## config.mk

```make
export PLATFORM = sky130hd
export DESIGN_NAME = axi_sram_slave
export DESIGN_NICKNAME = d
export VERILOG_FILES = /design/src/rtl/axi_slv_pkg.sv /design/src/rtl/axi_slv_arb.sv /design/src/rtl/axi_sram_slave.sv
export SDC_FILE = /design/constraint.sdc
export NUM_CORES = 1
export LEC_CHECK = 0
export BUFFER_PORTS_ARGS = -buffer_cell sky130_fd_sc_hd__clkbuf_2
export CORE_AREA = 2 2 103 105
export DETAILED_ROUTE_END_ITERATION = 12
export DIE_AREA = 0 0 105 107
export GPL_TIMING_DRIVEN = 0
export SETUP_SLACK_MARGIN = 0.02
export SLEW_MARGIN = 20
export SYNTH_ARGS = -nofsm -noshare
export SYNTH_HDL_FRONTEND = slang
export SYNTH_SLANG_ARGS = --single-unit
```

## constraint.sdc

```tcl
create_clock -name clk -period 2.95 [get_ports clk]
set_input_delay 0.59 -clock clk [delete_from_list [all_inputs] [get_ports clk]]
set_output_delay 0.59 -clock clk [all_outputs]
set_load 0.05 [all_outputs]
```

## src/rtl/axi_slv_pkg.sv

```systemverilog
// Shared types and constants for the AXI3 SRAM slave.
package axi_slv_pkg;

    localparam int unsigned ID_W   = 4;
    localparam int unsigned LEN_W  = 4;
    localparam int unsigned DATA_W = 32;
    localparam int unsigned STRB_W = DATA_W / 8;

    localparam logic [1:0] RESP_OKAY   = 2'b00;
    localparam logic [1:0] RESP_SLVERR = 2'b10;
    localparam logic [1:0] RESP_DECERR = 2'b11;

    localparam logic [1:0] BURST_FIXED = 2'b00;
    localparam logic [1:0] BURST_INCR  = 2'b01;

    localparam logic [2:0] SIZE_WORD = 3'b010;

    typedef enum logic [2:0] {
        ST_IDLE,
        ST_R_MEM,
        ST_R_BEAT,
        ST_W_BEAT,
        ST_W_RESP
    } state_e;

    // Latched request attributes held for the whole burst.
    typedef struct packed {
        logic [ID_W-1:0]  id;
        logic [LEN_W-1:0] len;
        logic [1:0]       burst;
        logic [1:0]       err;
    } req_t;

    // Response code for a new burst: range error dominates format errors.
    function automatic logic [1:0] req_err(input logic       out_of_range,
                                           input logic [2:0] size,
                                           input logic [1:0] burst);
        if (out_of_range) begin
            return RESP_DECERR;
        end
        if ((size != SIZE_WORD) || burst[1]) begin
            return RESP_SLVERR;
        end
        return RESP_OKAY;
    endfunction

endpackage

```

## src/rtl/axi_slv_arb.sv

```systemverilog
// Two-requester AR/AW arbiter. Optional macro: AXI_SLV_RR_ARB_EN selects
// round-robin (last-served loses a conflict); otherwise write always wins.
module axi_slv_arb (
    input  logic clk,
    input  logic rst,
    input  logic rd_req,
    input  logic wr_req,
    input  logic accept,
    output logic grant_rd,
    output logic grant_wr
);

`ifdef AXI_SLV_RR_ARB_EN
    logic last_rd_q;
    logic last_rd_d;

    // Remember which channel was served last; reset as "read served".
    always_ff @(posedge clk) begin
        if (!rst) begin
            last_rd_q <= 1'b1;
        end else begin
            last_rd_q <= last_rd_d;
        end
    end

    assign last_rd_d = accept ? grant_rd : last_rd_q;

    // On conflict the channel not served last wins.
    always_comb begin
        grant_rd = 1'b0;
        grant_wr = 1'b0;
        if (rd_req && wr_req) begin
            grant_wr = last_rd_q;
            grant_rd = !last_rd_q;
        end else begin
            grant_rd = rd_req;
            grant_wr = wr_req;
        end
    end
`else
    logic unused_arb;
    assign unused_arb = ^{clk, rst, accept};

    // Fixed priority: a pending write beats a pending read.
    always_comb begin
        grant_wr = wr_req;
        grant_rd = rd_req && !wr_req;
    end
`endif

endmodule

```

## src/rtl/axi_sram_slave.sv

```systemverilog
// AXI3 slave serving one FIXED/INCR burst at a time from a synchronous SRAM.
// Optional macro: AXI_SLV_RR_ARB_EN (round-robin AR/AW arbitration).
module axi_sram_slave
    import axi_slv_pkg::*;
#(
    parameter int unsigned ADDR_W = 14
) (
    input  logic              clk,
    input  logic              rst,
    input  logic [3:0]        axis_arid,
    input  logic [31:0]       axis_araddr,
    input  logic [3:0]        axis_arlen,
    input  logic [2:0]        axis_arsize,
    input  logic [1:0]        axis_arburst,
    input  logic              axis_arvalid,
    output logic              axis_arready,
    input  logic [3:0]        axis_awid,
    input  logic [31:0]       axis_awaddr,
    input  logic [3:0]        axis_awlen,
    input  logic [2:0]        axis_awsize,
    input  logic [1:0]        axis_awburst,
    input  logic              axis_awvalid,
    output logic              axis_awready,
    output logic [3:0]        axis_rid,
    output logic [31:0]       axis_rdata,
    output logic [1:0]        axis_rresp,
    output logic              axis_rlast,
    output logic              axis_rvalid,
    input  logic              axis_rready,
    input  logic [31:0]       axis_wdata,
    input  logic [3:0]        axis_wstrb,
    input  logic              axis_wlast,
    input  logic              axis_wvalid,
    output logic              axis_wready,
    output logic [3:0]        axis_bid,
    output logic [1:0]        axis_bresp,
    output logic              axis_bvalid,
    input  logic              axis_bready,
    output logic              mem_en,
    output logic [3:0]        mem_wen,
    output logic [ADDR_W-1:0] mem_addr,
    output logic [31:0]       mem_wdata,
    input  logic [31:0]       mem_rdata
);

    state_e            state_q, state_d;
    req_t              req_q, req_d;
    logic [ADDR_W-1:0] addr_q, addr_d;
    logic [LEN_W-1:0]  cnt_q, cnt_d;

    logic              grant_rd, grant_wr, accept_c;
    logic              last_beat_c, ar_oor_c, aw_oor_c, wlast_bad_c;
    logic [ADDR_W-1:0] addr_next_c;
    logic              unused_addr;

    assign unused_addr = ^{axis_araddr[1:0], axis_awaddr[1:0]};

    assign ar_oor_c    = |axis_araddr[31:ADDR_W+2];
    assign aw_oor_c    = |axis_awaddr[31:ADDR_W+2];
    assign last_beat_c = (cnt_q == req_q.len);
    assign wlast_bad_c = (axis_wlast != last_beat_c);
    assign addr_next_c = (req_q.burst == BURST_INCR) ? addr_q + ADDR_W'(1) : addr_q;
    assign accept_c    = rst && (state_q == ST_IDLE) &&
                         ((axis_awvalid && grant_wr) || (axis_arvalid && grant_rd));

    axi_slv_arb u_arb (
        .clk      (clk),
        .rst      (rst),
        .rd_req   (axis_arvalid),
        .wr_req   (axis_awvalid),
        .accept   (accept_c),
        .grant_rd (grant_rd),
        .grant_wr (grant_wr)
    );

    // State and burst-context registers.
    always_ff @(posedge clk) begin
        if (!rst) begin
            state_q <= ST_IDLE;
            req_q   <= '0;
            addr_q  <= '0;
            cnt_q   <= '0;
        end else begin
            state_q <= state_d;
            req_q   <= req_d;
            addr_q  <= addr_d;
            cnt_q   <= cnt_d;
        end
    end

    // Next-state and channel/memory outputs decoded from the current state.
    always_comb begin
        state_d      = state_q;
        req_d        = req_q;
        addr_d       = addr_q;
        cnt_d        = cnt_q;
        axis_arready = 1'b0;
        axis_awready = 1'b0;
        axis_rid     = '0;
        axis_rdata   = '0;
        axis_rresp   = RESP_OKAY;
        axis_rlast   = 1'b0;
        axis_rvalid  = 1'b0;
        axis_wready  = 1'b0;
        axis_bid     = '0;
        axis_bresp   = RESP_OKAY;
        axis_bvalid  = 1'b0;
        mem_en       = 1'b0;
        mem_wen      = '0;
        mem_addr     = '0;
        mem_wdata    = '0;

        case (state_q)
            ST_IDLE: begin
                axis_awready = rst && grant_wr;
                axis_arready = rst && grant_rd;
                if (axis_awvalid && axis_awready) begin
                    req_d   = '{id: axis_awid, len: axis_awlen, burst: axis_awburst,
                                err: req_err(aw_oor_c, axis_awsize, axis_awburst)};
                    addr_d  = axis_awaddr[ADDR_W+1:2];
                    cnt_d   = '0;
                    state_d = ST_W_BEAT;
                end else if (axis_arvalid && axis_arready) begin
                    req_d   = '{id: axis_arid, len: axis_arlen, burst: axis_arburst,
                                err: req_err(ar_oor_c, axis_arsize, axis_arburst)};
                    addr_d  = axis_araddr[ADDR_W+1:2];
                    cnt_d   = '0;
                    state_d = ST_R_MEM;
                end
            end
            ST_R_MEM: begin
                if (req_q.err == RESP_OKAY) begin
                    mem_en   = 1'b1;
                    mem_addr = addr_q;
                end
                state_d = ST_R_BEAT;
            end
            ST_R_BEAT: begin
                axis_rvalid = 1'b1;
                axis_rid    = req_q.id;
                axis_rresp  = req_q.err;
                axis_rlast  = last_beat_c;
                axis_rdata  = (req_q.err == RESP_OKAY) ? mem_rdata : '0;
                if (axis_rready) begin
                    if (last_beat_c) begin
                        state_d = ST_IDLE;
                    end else begin
                        cnt_d   = cnt_q + LEN_W'(1);
                        addr_d  = addr_next_c;
                        state_d = ST_R_MEM;
                    end
                end
            end
            ST_W_BEAT: begin
                axis_wready = 1'b1;
                if (axis_wvalid) begin
                    if (wlast_bad_c && (req_q.err != RESP_DECERR)) begin
                        req_d.err = RESP_SLVERR;
                    end
                    if ((req_d.err == RESP_OKAY) && (|axis_wstrb)) begin
                        mem_en    = 1'b1;
                        mem_wen   = axis_wstrb;
                        mem_addr  = addr_q;
                        mem_wdata = axis_wdata;
                    end
                    if (last_beat_c) begin
                        state_d = ST_W_RESP;
                    end else begin
                        cnt_d  = cnt_q + LEN_W'(1);
                        addr_d = addr_next_c;
                    end
                end
            end
            ST_W_RESP: begin
                axis_bvalid = 1'b1;
                axis_bid    = req_q.id;
                axis_bresp  = req_q.err;
                if (axis_bready) begin
                    state_d = ST_IDLE;
                end
            end
            default: begin
                state_d = ST_IDLE;
            end
        endcase
    end

endmodule

```

Yosys cells after proc, flatten, opt, wreduce, memory -nomap -nowiden
Cells that the tools add are included.
W data, S select, Z words.
Operators by class
  muxes and demuxes: 78
  multiply operators: 0
  add/subtract/negate cells: 2
  bitwise logic cells: 0
  $lt $le $gt $ge: 0
  eq/ne operators: 15
  reductions and logical operators: 23
  shift-type cells: 0
  divide/modulo/power cells: 0
Operators by type and width (number)
  $mux W32: 5
  $mux W14: 9
  $pmux W14 S3: 1
  $mux W4: 10
  $reduce_or A16 Y1: 2
  $mux W2: 14
  $pmux W14 S2: 1
  $mux W1: 26
  $mux W12: 2
  $mux W3: 6
  $pmux W3 S5: 1
  $add A14 B1 Y14 const B: 1
  $pmux W4 S3: 1
  $ne A2 B2 Y1 const B: 5
  $logic_and A1 B1 Y1: 7
  $eq A3 B2 Y1 const B: 2
  $ne A3 B2 Y1 const B: 2
  $reduce_and A5 Y1: 1
  $add A4 B1 Y4 const B: 1
  $eq A4 B4 Y1: 1
  $logic_not A2 Y1: 2
  $pmux W2 S2: 1
  $reduce_and A4 Y1: 1
  $reduce_bool A2 Y1: 2
  13 further kinds: 14
Storage, ports and cells
  bits in latches: 0
  memories kept: 0
  logic and storage cells: 125
  register bits: 33
  bits in read-only memories: 0
  output and inout port bits: 101
  memory bits (writable): 0

Depth between registers and ports, before layout
  depth after elaboration: 16
  gate-level depth with buffers: 8

Cells and area by module
Synthesis repeated with hierarchy kept, for this count alone.
Unflattened totals
  cell total of the unflattened synthesis: 406
  area total of the unflattened synthesis: 2860.2 um^2
Modules (own cells, without submodules)
  axi_sram_slave: instances 1, cells an instance 404, area each 2839.0 um^2
  axi_slv_arb: instances 1, cells an instance 2, area each 21.3 um^2

Worst setup path before layout
Ideal clock, no wire load.
  path type: in2out
  start point: input port rst
  end point: output port axis_arready
  cell stages on the path: 5
  required time: 2360 ps
  arrival time: 2437 ps
  slack: -77 ps
  path through: clkbuf_1 clkbuf_1 clkbuf_1 nand2_1 nor3_1
On the way
  cells in the longest elaborated chain, start to end: 2
Ends and longest elaborated chain
  start, declared: line axi_sram_slave.sv:9  | input logic rst,
  $logic_and A1 B1 Y1: line axi_sram_slave.sv:116  | axis_arready = rst && grant_rd;
  $mux W1: line axi_sram_slave.sv:113  | case (state_q)
  end, declared: line axi_sram_slave.sv:16  | output logic axis_arready,
Every way passes these cells.

Worst setup path after layout
  start point: register state_q[0]
  end point: output port mem_wdata[2]
On the way
  cells in the longest elaborated chain, start to end: 2
Ends and longest elaborated chain
  start, declared: line axi_sram_slave.sv:46  | state_e state_q, state_d;
  start signal, assigned: line axi_sram_slave.sv:84  | state_q <= state_d;
  $eq A3 B2 Y1: line axi_sram_slave.sv:113
  $mux W32: line axi_sram_slave.sv:113
  end, declared: line axi_sram_slave.sv:42  | output logic [31:0] mem_wdata,
Every way passes these cells.

==> insert_results.sql <==
INSERT INTO impl_metrics (metric_group, metric, value, unit) VALUES
('run_status', 'run_status', 'finished, final reports clean', ''),
('floorplan', 'design.core.area', '10090', 'sq um'),
('grt', 'wire_length_of_the_first_global_routing_pass', '18780', 'microns'),
('final_layout', 'antenna_cells_inserted', '0', ''),
('final_layout', 'multiInputGateArea', '2061', 'sq um'),
('critical_path', 'timing.critical_path.cells', 'buf_2 > nand2_1 > nor3_4 > buf_4 > clkbuf_1 > and3_1 > clkbuf_2', ''),
('place', 'portBuffers', '260', ''),
('cts', 'ctsLongestPathBuffers', '2', ''),
('sta', 'grt_setup_unrepaired', 'yes', ''),
('critical_path', 'worst_setup_start_kind', 'flop', ''),
('sta', 'fin_worst_hold_slack', '0.4999', 'ns'),
('detailed_routing', 'drt_iter0_drc', '267', ''),
('synth', 'ys_types', '52', ''),
('grt', 'grt_util_all_layers', '0.2058', ''),
('sta', 'clock.fmax', '356.5', 'MHz'),
('cts', 'worst_setup_hold_path_clk_slew', '0.07', 'ns'),
('synth', 'netlist_area', '2865', 'sq um'),
('sta', 'final_hold_viol_count', '0', ''),
('critical_path', 'critical_path_buffers_and_inverters', '4', ''),
('sta', 'final_min_period_over_clock_period', '0.9508', ''),
('final_layout', 'area.growth.synth_to_final', '59.65', '%'),
('critical_path', 'required', '2.36', 'ns'),
('detailed_routing', 'drt.antenna.violating_nets', '0', ''),
('synth', 'synthFlopType', 'sky130_fd_sc_hd__dfxtp_1', ''),
('critical_path', 'startpoint', 'state_q[0]$_SDFFE_PN0P_', ''),
('cts', 'clk-insertion-delay-late', '0.29', 'ns'),
('place', 'placed_cells_incl_taps', '789', ''),
('synth', 'number_of_enable_type_register_cells_in_the_synthesized_netlist', '0', ''),
('final_layout', 'final_nets', '833', ''),
('cts', 'cts_buffers', '5', ''),
('critical_path', 'cp_data_arrival_time', '2.21', 'ns'),
('place', 'gp_congestion', '0.8750', ''),
('sta', 'tightest_slew', '0.5402', 'ns'),
('floorplan', 'pin_count', '267', ''),
('detailed_routing', 'detail_route.wirelength', '12360', 'microns'),
('final_layout', 'layout.cells.non_filler', '801', ''),
('pwr', 'irDropWorstVdd', '227.7', 'uV'),
('synth', 'synth-seq-area-share', '0.2306', ''),
('sta', 'timing.clock.skew', '0.01130', 'ns'),
('min_path', 'hold_path.startpoint', 'addr_q[8]$_SDFFE_PN0P_', ''),
('job', 'max_cap_violations', '0', ''),
('grt', 'overflow', '0', ''),
('floorplan', 'floorplan_die_area', '11240', 'sq um'),
('synth', 'asyncSetResetFlopFracSynth', '0', ''),
('synth', 'postSynthCellCount', '393', ''),
('grt', 'first_global_vias', '3785', ''),
('critical_path', 'rr_startpoint', 'cnt_q[2]$_SDFFE_PN0P_', ''),
('sta', 'final_max_slew_viol_count', '0', ''),
('detailed_routing', 'avg_wl_per_cell', '15.42', 'microns'),
('critical_path', 'reg2reg_setup_slack', '1.00', 'ns'),
('floorplan', 'core.rowCount', '37', ''),
('sta', 'min_period', '2.805', 'ns'),
('cts', 'clock_tree.htree_level_count', '2', ''),
('detailed_routing', 'remaining_drc_errors', '0', ''),
('final_layout', 'layout-drive-gt1-share', '0.4602', ''),
('pwr', 'design_power_total', '2.552', 'mW'),
('final_layout', 'final-seq-area', '663.1', 'sq um'),
('place', 'pre_cts_slack', '-0.08177', 'ns'),
('critical_path', 'critical_path.top_delay_family', 'buffers and inverters', ''),
('critical_path', 'nature_of_the_critical_path_endpoint', 'output pin', ''),
('synth', 'number_of_storage_elements_in_the_synthesis_netlist', '33', ''),
('grt', 'grt_start_max_net_pins', '11', ''),
('sta', 'finalSetupViolations', '0', ''),
('sta', 'slew_headroom', '0.6365', ''),
('critical_path', 'path_max_fanout', '10', ''),
('final_layout', 'fillerInstances', '1080', ''),
('cts', 'cts_root_buffer', 'sky130_fd_sc_hd__clkbuf_8', ''),
('synth', 'syn-mean-instance-area', '7.291', 'sq um'),
('cts', 'cts.sink_count', '33', ''),
('floorplan', 'die_height', '107', 'microns'),
('critical_path', 'cell_with_the_largest_stage_delay_on_the_worst_path', 'sky130_fd_sc_hd__dfxtp_1', '');
## synthesized netlist by cell type, drive strengths merged, types with 6 or more instances
master  count  area share
nor2       26       0.034
o22ai       6       0.013
nor4       10       0.022
buf        13       0.027
o21ai      17       0.030
a21oi      26       0.045
mux2i      16       0.056
nand3      17       0.030
nand2      26       0.034
and2       53        0.12
clkbuf     22       0.029
and3       46        0.10
nor3       11       0.021
a211oi     13       0.034
xnor2       7       0.021
dfxtp      33        0.23
nand4       6       0.013
## worst min-delay path, cell delays in order, from the launching register on
cell                      delay (ns)
sky130_fd_sc_hd__dfxtp_1        0.33
sky130_fd_sc_hd__nand2_1        0.06
sky130_fd_sc_hd__o22ai_1        0.06
## state kept, by name (all words and copies together), names as in the netlist
register,flops
req_q,12
addr_q,14
cnt_q,4
state_q,3
## routing by layer
layer,track usage,wire length [microns],vias to the layer above
li1,-,-,1965
met1,0.2593,5252,1855
met2,0.3622,6150,183
met3,0.04681,865,7
met4,0.03714,87,0
met5,0,0,-
## cells by family (layout without fill, tap and decap cells)
kind of cell | Yosys count | count (layout) | share of synthesized area
flops | 33 | 33 | 0.2306
simple gates | 216 | 216 | 0.4284
mux | 18 | 18 | 0.06375
xor+xnor | 7 | 7 | 0.02140
fa+ha+maj | 2 | 2 | 0.008732
compound gates | 79 | 79 | 0.1869
buf+inv | 38 | 310 | 0.06026
## report_power, final
group	switching [mW]	total [mW]	leakage [nW]	internal, mW
Combinational	1.03	1.57	2.18	0.541
Sequential	0.0904	0.626	0.271	0.536
Clock	0.169	0.354	0.0443	0.185
## cell type report
type / count / area share
Inverter: 3 / 0.002462
Multi-Input combinational cell: 322 / 0.4505
Tap cell: 136 / 0.03720
Timing Repair Buffer: 265 / 0.3074
Clock buffer: 7 / 0.01887
Buffer: 35 / 0.03857
Sequential cell: 33 / 0.1450
## cells in the final DEF, fill, tap and decap left out, types with 9 or more instances in the layout
cell type | Yosys | routed
sky130_fd_sc_hd__and2_1 | 53 | 53
sky130_fd_sc_hd__nand2_1 | 26 | 26
sky130_fd_sc_hd__nor3_1 | 10 | 9
sky130_fd_sc_hd__dfxtp_1 | 33 | 31
sky130_fd_sc_hd__and3_1 | 46 | 46
sky130_fd_sc_hd__clkbuf_2 | 1 | 240
sky130_fd_sc_hd__nand3_1 | 17 | 17
sky130_fd_sc_hd__nor4_1 | 10 | 9
sky130_fd_sc_hd__a211oi_1 | 13 | 13
sky130_fd_sc_hd__buf_4 | 1 | 9
sky130_fd_sc_hd__clkbuf_1 | 21 | 14
sky130_fd_sc_hd__a21oi_1 | 26 | 26
sky130_fd_sc_hd__clkbuf_4 | 0 | 26
sky130_fd_sc_hd__o21ai_0 | 15 | 15
sky130_fd_sc_hd__nor2_1 | 26 | 25
sky130_fd_sc_hd__mux2i_1 | 16 | 16
## stage by stage
step,area [sq um],TNS [ns],util
floorplan,2870,0,-
global placement,4342,-0.05846,0.4302
detailed placement,4342,-0.08177,0.4302
CTS,4508,0,0.4467
global route,4574,0,0.4533
finish,4574,0,0.4533
## what timing repair did
item                       CTS  global route
pin swaps                    1             1
setup endpoints to repair   67            67
hold buffers                 0             0
resized for setup           25            35
setup buffers                2             3
## worst paths after layout
check                                 to  cells past startpoint
hold / removal    addr_q[8]$_SDFFE_PN0P_                      2
hold reg to reg   addr_q[8]$_SDFFE_PN0P_                      2
setup / recovery            mem_wdata[2]                      7
setup reg to reg   req_q[0]$_SDFFE_PN0P_                      8
No activity file was read; power rests on OpenSTA's default activity.
